File: src/rtl/ped_req_gen.sv
// Pedestrian request generator: synchronizes and debounces two push buttons,
// latches presses as pending flags and serializes them into spaced request pulses.
module ped_req_gen #(
    parameter int CLK_HZ      = 25_000_000,
    parameter int DEBOUNCE_MS = 20,
    parameter int PULSE_CYC   = 4,
    parameter int GAP_CYC     = 4
) (
    input  logic clk,
    input  logic rst_n,
    input  logic btn_ns,
    input  logic btn_ew,
    output logic ped_NS_req,
    output logic ped_EW_req,
    output logic ns_pending,
    output logic ew_pending
);

    localparam int DB_RAW = (CLK_HZ / 1000) * DEBOUNCE_MS;
    localparam int DB_CYC = (DB_RAW < 1) ? 1 : DB_RAW;
    localparam int DB_W   = $clog2(DB_CYC + 1);
    localparam int EC_MAX = (PULSE_CYC > GAP_CYC) ? PULSE_CYC : GAP_CYC;
    localparam int EC_W   = $clog2(EC_MAX + 1);

    localparam logic [DB_W-1:0] DB_LAST    = DB_W'(DB_CYC - 1);
    localparam logic [EC_W-1:0] PULSE_LAST = EC_W'(PULSE_CYC - 1);
    // The IDLE decision cycle supplies the final low cycle of the gap.
    localparam logic [EC_W-1:0] GAP_LAST   = EC_W'(GAP_CYC - 2);

    typedef enum logic [1:0] {E_IDLE, E_PULSE, E_GAP} e_state_t;

    // Channel index 0 is NS, index 1 is EW throughout.
    logic [1:0]      btn_raw;
    logic [1:0]      sync_p0, sync_p1;
    logic [1:0]      db_p2, db_dly, press_p3;
    logic [1:0]      pend, clr;
    logic [DB_W-1:0] db_cnt [2];

    e_state_t        state, state_nx;
    logic            sel_ew, sel_ew_nx;
    logic [EC_W-1:0] ecnt, ecnt_nx;

    assign btn_raw = {btn_ew, btn_ns};

    // Stage p0/p1: two-flop synchronizers
    always_ff @(posedge clk or negedge rst_n) begin
        if (!rst_n) begin
            sync_p0 <= '0;
            sync_p1 <= '0;
        end else begin
            sync_p0 <= btn_raw;
            sync_p1 <= sync_p0;
        end
    end

    // Stage p2/p3: debounce, then rising-edge detect of the debounced level
    always_ff @(posedge clk or negedge rst_n) begin
        if (!rst_n) begin
            db_p2    <= '0;
            db_dly   <= '0;
            press_p3 <= '0;
            for (int i = 0; i < 2; i++) db_cnt[i] <= '0;
        end else begin
            db_dly   <= db_p2;
            press_p3 <= db_p2 & ~db_dly;
            for (int i = 0; i < 2; i++) begin
                if (sync_p1[i] == db_p2[i]) begin
                    db_cnt[i] <= '0;
                end else if (db_cnt[i] == DB_LAST) begin
                    db_cnt[i] <= '0;
                    db_p2[i]  <= sync_p1[i];
                end else begin
                    db_cnt[i] <= db_cnt[i] + DB_W'(1);
                end
            end
        end
    end

    // A press landing on the same edge as the emitter's clear keeps the flag set.
    always_ff @(posedge clk or negedge rst_n) begin
        if (!rst_n) begin
            pend <= '0;
        end else begin
            pend <= (pend & ~clr) | press_p3;
        end
    end

    assign ns_pending = pend[0];
    assign ew_pending = pend[1];

    always_ff @(posedge clk or negedge rst_n) begin
        if (!rst_n) begin
            state      <= E_IDLE;
            sel_ew     <= 1'b0;
            ecnt       <= '0;
            ped_NS_req <= 1'b0;
            ped_EW_req <= 1'b0;
        end else begin
            state      <= state_nx;
            sel_ew     <= sel_ew_nx;
            ecnt       <= ecnt_nx;
            ped_NS_req <= (state_nx == E_PULSE) && !sel_ew_nx;
            ped_EW_req <= (state_nx == E_PULSE) && sel_ew_nx;
        end
    end

    always_comb begin
        state_nx  = state;
        sel_ew_nx = sel_ew;
        ecnt_nx   = ecnt;
        clr       = '0;
        case (state)
            E_IDLE: begin
                ecnt_nx = '0;
                if (pend[0]) begin
                    sel_ew_nx = 1'b0;
                    clr       = 2'b01;
                    state_nx  = E_PULSE;
                end else if (pend[1]) begin
                    sel_ew_nx = 1'b1;
                    clr       = 2'b10;
                    state_nx  = E_PULSE;
                end
            end
            E_PULSE: begin
                if (ecnt == PULSE_LAST) begin
                    ecnt_nx  = '0;
                    state_nx = E_GAP;
                end else begin
                    ecnt_nx = ecnt + EC_W'(1);
                end
            end
            E_GAP: begin
                if (ecnt == GAP_LAST) begin
                    ecnt_nx  = '0;
                    state_nx = E_IDLE;
                end else begin
                    ecnt_nx = ecnt + EC_W'(1);
                end
            end
            default: state_nx = E_IDLE;
        endcase
    end

endmodule
File: config.mk
export PLATFORM = sky130hd
export DESIGN_NAME = ped_req_gen
export DESIGN_NICKNAME = d
export VERILOG_FILES = /design/src/rtl/ped_req_gen.sv
export SDC_FILE = /design/constraint.sdc
export NUM_CORES = 1
export LEC_CHECK = 0
export BUFFER_PORTS_ARGS = -buffer_cell sky130_fd_sc_hd__buf_4
export CELL_PAD_IN_SITES_DETAIL_PLACEMENT = 0
export CELL_PAD_IN_SITES_GLOBAL_PLACEMENT = 2
export CORE_ASPECT_RATIO = 2
export CORE_UTILIZATION = 37
export CTS_BUF_LIST = sky130_fd_sc_hd__clkbuf_8 sky130_fd_sc_hd__clkbuf_16
export DETAILED_ROUTE_END_ITERATION = 12
export PLACE_DENSITY = 0.72
export SETUP_SLACK_MARGIN = 0.15
export SYNTH_ARGS = -nofsm -noshare
export SYNTH_HDL_FRONTEND = slang
export SYNTH_SLANG_ARGS = --single-unit
File: constraint.sdc
create_clock -name clk -period 1.8 [get_ports clk]
set_input_delay 0.45 -clock clk [delete_from_list [all_inputs] [get_ports clk]]
set_output_delay 0.45 -clock clk [all_outputs]
set_load 0.05 [all_outputs]
Word level (Yosys, flattened, before mapping)
Index checks and enable logic that the tools add are counted.
W data, S select, Z words.
{"block": "classes", "bitwise_logic": 7, "n_eq_ne": 9, "reduce_logical": 7, "addsub": 3, "mux": 18}
{"op": "$mux W19", "count": 4}
{"op": "$add A19 B1 Y19 const B", "count": 2}
{"op": "$eq A19 B19 Y1 const B", "count": 2}
{"op": "$mux W2", "count": 7}
{"op": "$pmux W3 S3", "count": 1}
{"op": "$eq A3 B2 Y1 const B", "count": 2}
{"op": "$mux W3", "count": 2}
{"op": "$pmux W2 S3", "count": 1}
{"op": "$and A2 B2 Y2", "count": 2}
{"op": "$eq A2 B1 Y1 const B", "count": 2}
{"op": "$not A2 Y2", "count": 2}
{"op": "$reduce_and A2 Y1", "count": 2}
{"op": "$add A3 B1 Y3 const B", "count": 1}
{"op": "$mux W1", "count": 3}
{"op": "$reduce_bool A3 Y1", "count": 1}
{"op": "$eq A1 B1 Y1", "count": 2}
{"op": "$eq A2 B2 Y1 const B", "count": 1}
{"op": "$logic_and A1 B1 Y1", "count": 2}
{"op": "$logic_not A2 Y1", "count": 1}
{"op": "$not A1 Y1", "count": 2}
{"op": "$or A2 B2 Y2", "count": 1}
{"op": "$logic_not A1 Y1", "count": 1}
{"block": "word_totals", "out_inout_bits": 4, "in_bits": 4, "register_bits": 58}

Longest topological paths before layout
{"block": "depth", "depth_word": 6, "ltp_mapped": 7, "ltp_nobuf": 6}

Worst setup path before layout
OpenSTA, ideal clock, no wires.
{"block": "synth_timing", "path_type": "register -> register", "startpoint": "reg db_cnt[12] (netlist name)", "endpoint": "reg db_cnt[14] (netlist name)", "synth_period_minus_slack_ns": 1.758, "t_required_ns": 1.681, "arrival_ns": 1.640, "stages_incl_launch_ff": 6, "setup_slack_ns": 0.042, "path_cell_list": "dfrtp_1 > nor4_1 > nand4_1 > o41ai_4 > buf_6 > nor2_1"}
{"block": "synth_between", "elab_chain_cells": 3, "word_cells_on_any_way": 4}
{"item": "from (decl)", "line_no": "37", "rtl": "logic [DB_W-1:0] db_cnt [2];"}
{"item": "from (signal, indexed assignment)", "line_no": "73", "rtl": "db_cnt[i] <= db_cnt[i] + DB_W'(1);"}
{"item": "$add A19 B1 Y19 or $eq A19 B19 Y1 (tied branches)", "line_no": "73, 69"}
{"item": "$mux W19 *", "line_no": "69", "rtl": "end else if (db_cnt[i] == DB_LAST) begin"}
{"item": "$mux W19 *", "line_no": "67", "rtl": "if (sync_p1[i] == db_p2[i]) begin"}
Mark *: on every way between the ends. The rest lies on a longest branch, timed or not.
A chain may end at the register's enable or synchronous reset.

Worst setup path in the final report
{"block": "layout_timing", "startpoint": "reg db_cnt[33] (netlist name)", "endpoint": "reg db_cnt[30] (netlist name)"}
{"block": "layout_between", "elab_chain_cells": 3}
{"item": "$eq A19 B19 Y1", "line_no": "69"}
{"item": "$mux W19", "line_no": "69"}
{"item": "$mux W19", "line_no": "67"}
Every way passes these cells.

==> flow_summary.ini <==
[clock_tree]
clock-root-buffer = clkbuf_16
tritoncts = done
htreeDepth = 3
clock-sinks = 58
clkLatencyLatePin_ns = 0.32
ctsLongestPathBuffers = 2
cts_buffers = 9
cts.clk_slew.worst_paths_ns = 0.05

[timing]
hold_slack_ns = 0.231
fin_skew_ns = 0.00633
setup_ws_ns = 0.0934
hold_violations = 0
final.period_utilization_pct = 94.8
worst_pin_slew_ns = 0.407
post-route-min-period_ns = 1.71
max_freq_mhz = 586
setup_tns_ns = 0
maxSlewViolCount = 0
max_slew_margin_pct = 72.6
setup_viol = 0
rsz0062_at_grt = true

[die]
start_util_pct = 38.4
rows = 44
dieArea_sq_um = 7970
die_w_microns = 63.6
core_region_area_sq_um = 7320
pin_count = 8
die_h_microns = 125

[pwr]
power_density_nw_per_um2 = 827
leakage_nw = 1.58
ir_drop_v = 0.000619

[flow_run]
cap_violations = 0

[routing]
route.antenna.remaining_nets = 0
vias = 2122
drt_iter0_drc = 68
avgRoutedWirePerCell_microns = 14.9
route.detailed.drc = 0
firstDrtPassIters = 4
wirelength_mm = 6.20
vias_per_cell = 5.09

[logic_synthesis]
yosysSeqAreaShare_pct = 51.6
yosysWarnings = 0
ys_async_sr_fraction_pct = 100
postSynthCellCount = 269
ys.flop_type = dfrtp_1
netlist_area_sq_um = 2810
ys_types = 40
syn_area_per_cell_sq_um = 10.5
ys_seq_elements = 58
synth_edf_count = 0
syn-num-nets = 285

[outcome]
status = finished clean

[global_routing]
grt_pass1_wl_mm = 10.5
grt_max_degree = 28
grt_overflow = 0
track_usage_pct = 17.6
antenna_found_initial = 0
grt_pass1_vias = 2236

[worst_setup_path]
path_buf_inv = 1
max_stage_delay_ns = 0.53
required_ns = 2.00
ff2ff_path_depth = 5
crit_type = flop to flop
r2r_slack_ns = 0.09
crit_arrival_ns = 1.91
crit_path_start_kind = flop
timing.rr.end = db_cnt[30]
crit_cells = 5
path_cells = or4b_4, nor3_4, a21o_1, buf_6, nor2_1
end_kind = flop
critPathMaxFanout = 6
reg2reg_from = db_cnt[33]
path_delay_family = simple AND/OR/NAND/NOR gates
slowest_stage = or4b_4

[hold_path]
hold_end = sync_p0[0]
hp-class = input pin to flop
whs_path_depth = 1
hp-start = btn_ns

[layout]
area_delta_synth_final_pct = 34.4
fin_util_pct = 51.6
diodes = 0
fillers = 666
nets = 338
drive_above_1_share_pct = 33.8

[place]
place_ws_ns = 0.0428
dp_hpwl_mm = 4.46
routabilityCongestion = 0.765
numPortBuffers = 7
[sequential cells by signal, indices dropped and copies added, names as in the netlist]
name and cells:
sync_p1 2, db_cnt 38, ped_NS_req 1, db_dly 2
pend 2, ecnt 3, press_p3 2, state 2
sel_ew 1, sync_p0 2, ped_EW_req 1, db_p2 2
[through the flow]
stage	total power, mW	instance area [sq um]	std cells
2_1_floorplan	1.40	2850	269
3_3_place_gp	1.45	3210	393
3_5_place_dp	1.46	3210	393
4_1_cts	3.16	3640	415
5_1_grt	3.25	3780	417
6_report	3.13	3780	417
[report_power, final]
part           switching (mW)  internal, mW  total, mW
clock                   0.549          1.12       1.67
combinational          0.0704        0.0469      0.117
sequential             0.0149          1.32       1.34
[worst register-to-register path, cell delays in order, from the launching register on]
cell	delay, ns
dfrtp_1	0.40
or4b_4	0.53
nor3_4	0.21
a21o_1	0.22
buf_6	0.19
nor2_1	0.05
[cells by family after synthesis]
| family | after synthesis | share of synthesized area (%) |
|---|---|---|
| AO/OA/AOI/OAI | 29 | 7.12 |
| buffers and inverters | 22 | 3.38 |
| flip-flops | 58 | 51.6 |
| multiplexers | 2 | 0.801 |
| adder cells (fa/ha/maj) | 12 | 5.34 |
| XOR/XNOR | 30 | 9.35 |
| AND/OR/NAND/NOR | 116 | 22.4 |
[cell type report]
class	count	area [sq um]	share of cell area, %
multi-input cells	189	1480	39.0
flip-flops and latches	58	1450	38.5
repair buffers	45	372	9.83
well taps	92	115	3.05
inverters	19	71.3	1.89
clock inverters	3	40.0	1.06
clock buffers	11	253	6.69
[layout by cell type, fill, tap and decap left out, drive strengths merged, types with 2 or more instances in the layout]
cell type	Yosys	routed
or3	4	4
nor4	12	12
mux2	2	2
xor2	3	3
or2	2	2
nor3	7	7
or4	2	2
nor2b	3	3
o21ai	7	7
buf	3	44
a21o	2	2
dfrtp	58	58
a2bb2oi	2	2
nand2b	3	3
ha	12	12
a21oi	11	11
o31ai	2	2
nand2	11	11
clkinv	0	2
or4b	3	3
xnor2	27	27
o41ai	2	2
nor2	41	41
nand4	10	10
clkbuf	0	11
nand3	14	14
inv	19	19
[synthesized netlist by cell type, types with 2 or more instances]
| cell type | instances | area (sq um) |
|---|---|---|
| nand3_1 | 10 | 50.1 |
| or4_1 | 2 | 15.0 |
| nor2b_1 | 3 | 18.8 |
| o21ai_0 | 7 | 35.0 |
| ha_1 | 12 | 150 |
| o31ai_1 | 2 | 15.0 |
| nand2_1 | 11 | 41.3 |
| or3_2 | 2 | 15.0 |
| a21oi_1 | 11 | 55.1 |
| nor2_1 | 41 | 154 |
| nand4_1 | 9 | 56.3 |
| or4b_1 | 3 | 30.0 |
| xnor2_1 | 27 | 236 |
| or2_2 | 2 | 12.5 |
| nand3_2 | 3 | 30.0 |
| nor3_1 | 7 | 35.0 |
| xor2_1 | 3 | 26.3 |
| a2bb2oi_1 | 2 | 17.5 |
| inv_1 | 19 | 71.3 |
| dfrtp_1 | 58 | 1450 |
| nor4_1 | 12 | 75.1 |
| mux2_2 | 2 | 22.5 |
| a21o_1 | 2 | 15.0 |
| nand2b_1 | 3 | 18.8 |
[per-layer routing]
metal / GRT usage (%) / vias to the layer above / wire length (microns) / share of wire (%)
met1: 17.1 / 1048 / 2270 / 37
met5: 0 / - / 0 / 0
li1: - / 1037 / - / -
met2: 32.7 / 22 / 3620 / 58
met4: 10.0 / 0 / 187 / 3.0
met3: 4.20 / 15 / 125 / 2.0
[timing repair]
| action | 4_1_cts | 5_1_grt |
|---|---|---|
| cloned | 0 | 1 |
| endpoints found under the hold margin | 6 | 0 |
| setup endpoints to repair | 30 | 39 |
| pin swaps | 10 | 23 |
| setup buffers | 7 | 1 |
| gates resized for setup | 19 | 33 |
| hold buffers | 1 | 0 |
[worst max path at each step]
stage,start,to,slack (ns)
6_report,db_cnt[33],db_cnt[30],0.09
5_1_grt,db_cnt[11],db_cnt[2],0.02
4_1_cts,db_cnt[31],db_cnt[32],0.11
3_5_place_dp,db_cnt[0],db_cnt[18],0.04
3_3_place_gp,db_cnt[0],db_cnt[18],0.09
2_1_floorplan,db_cnt[2],db_cnt[17],0.15
Power figures use the tool's default switching activity.
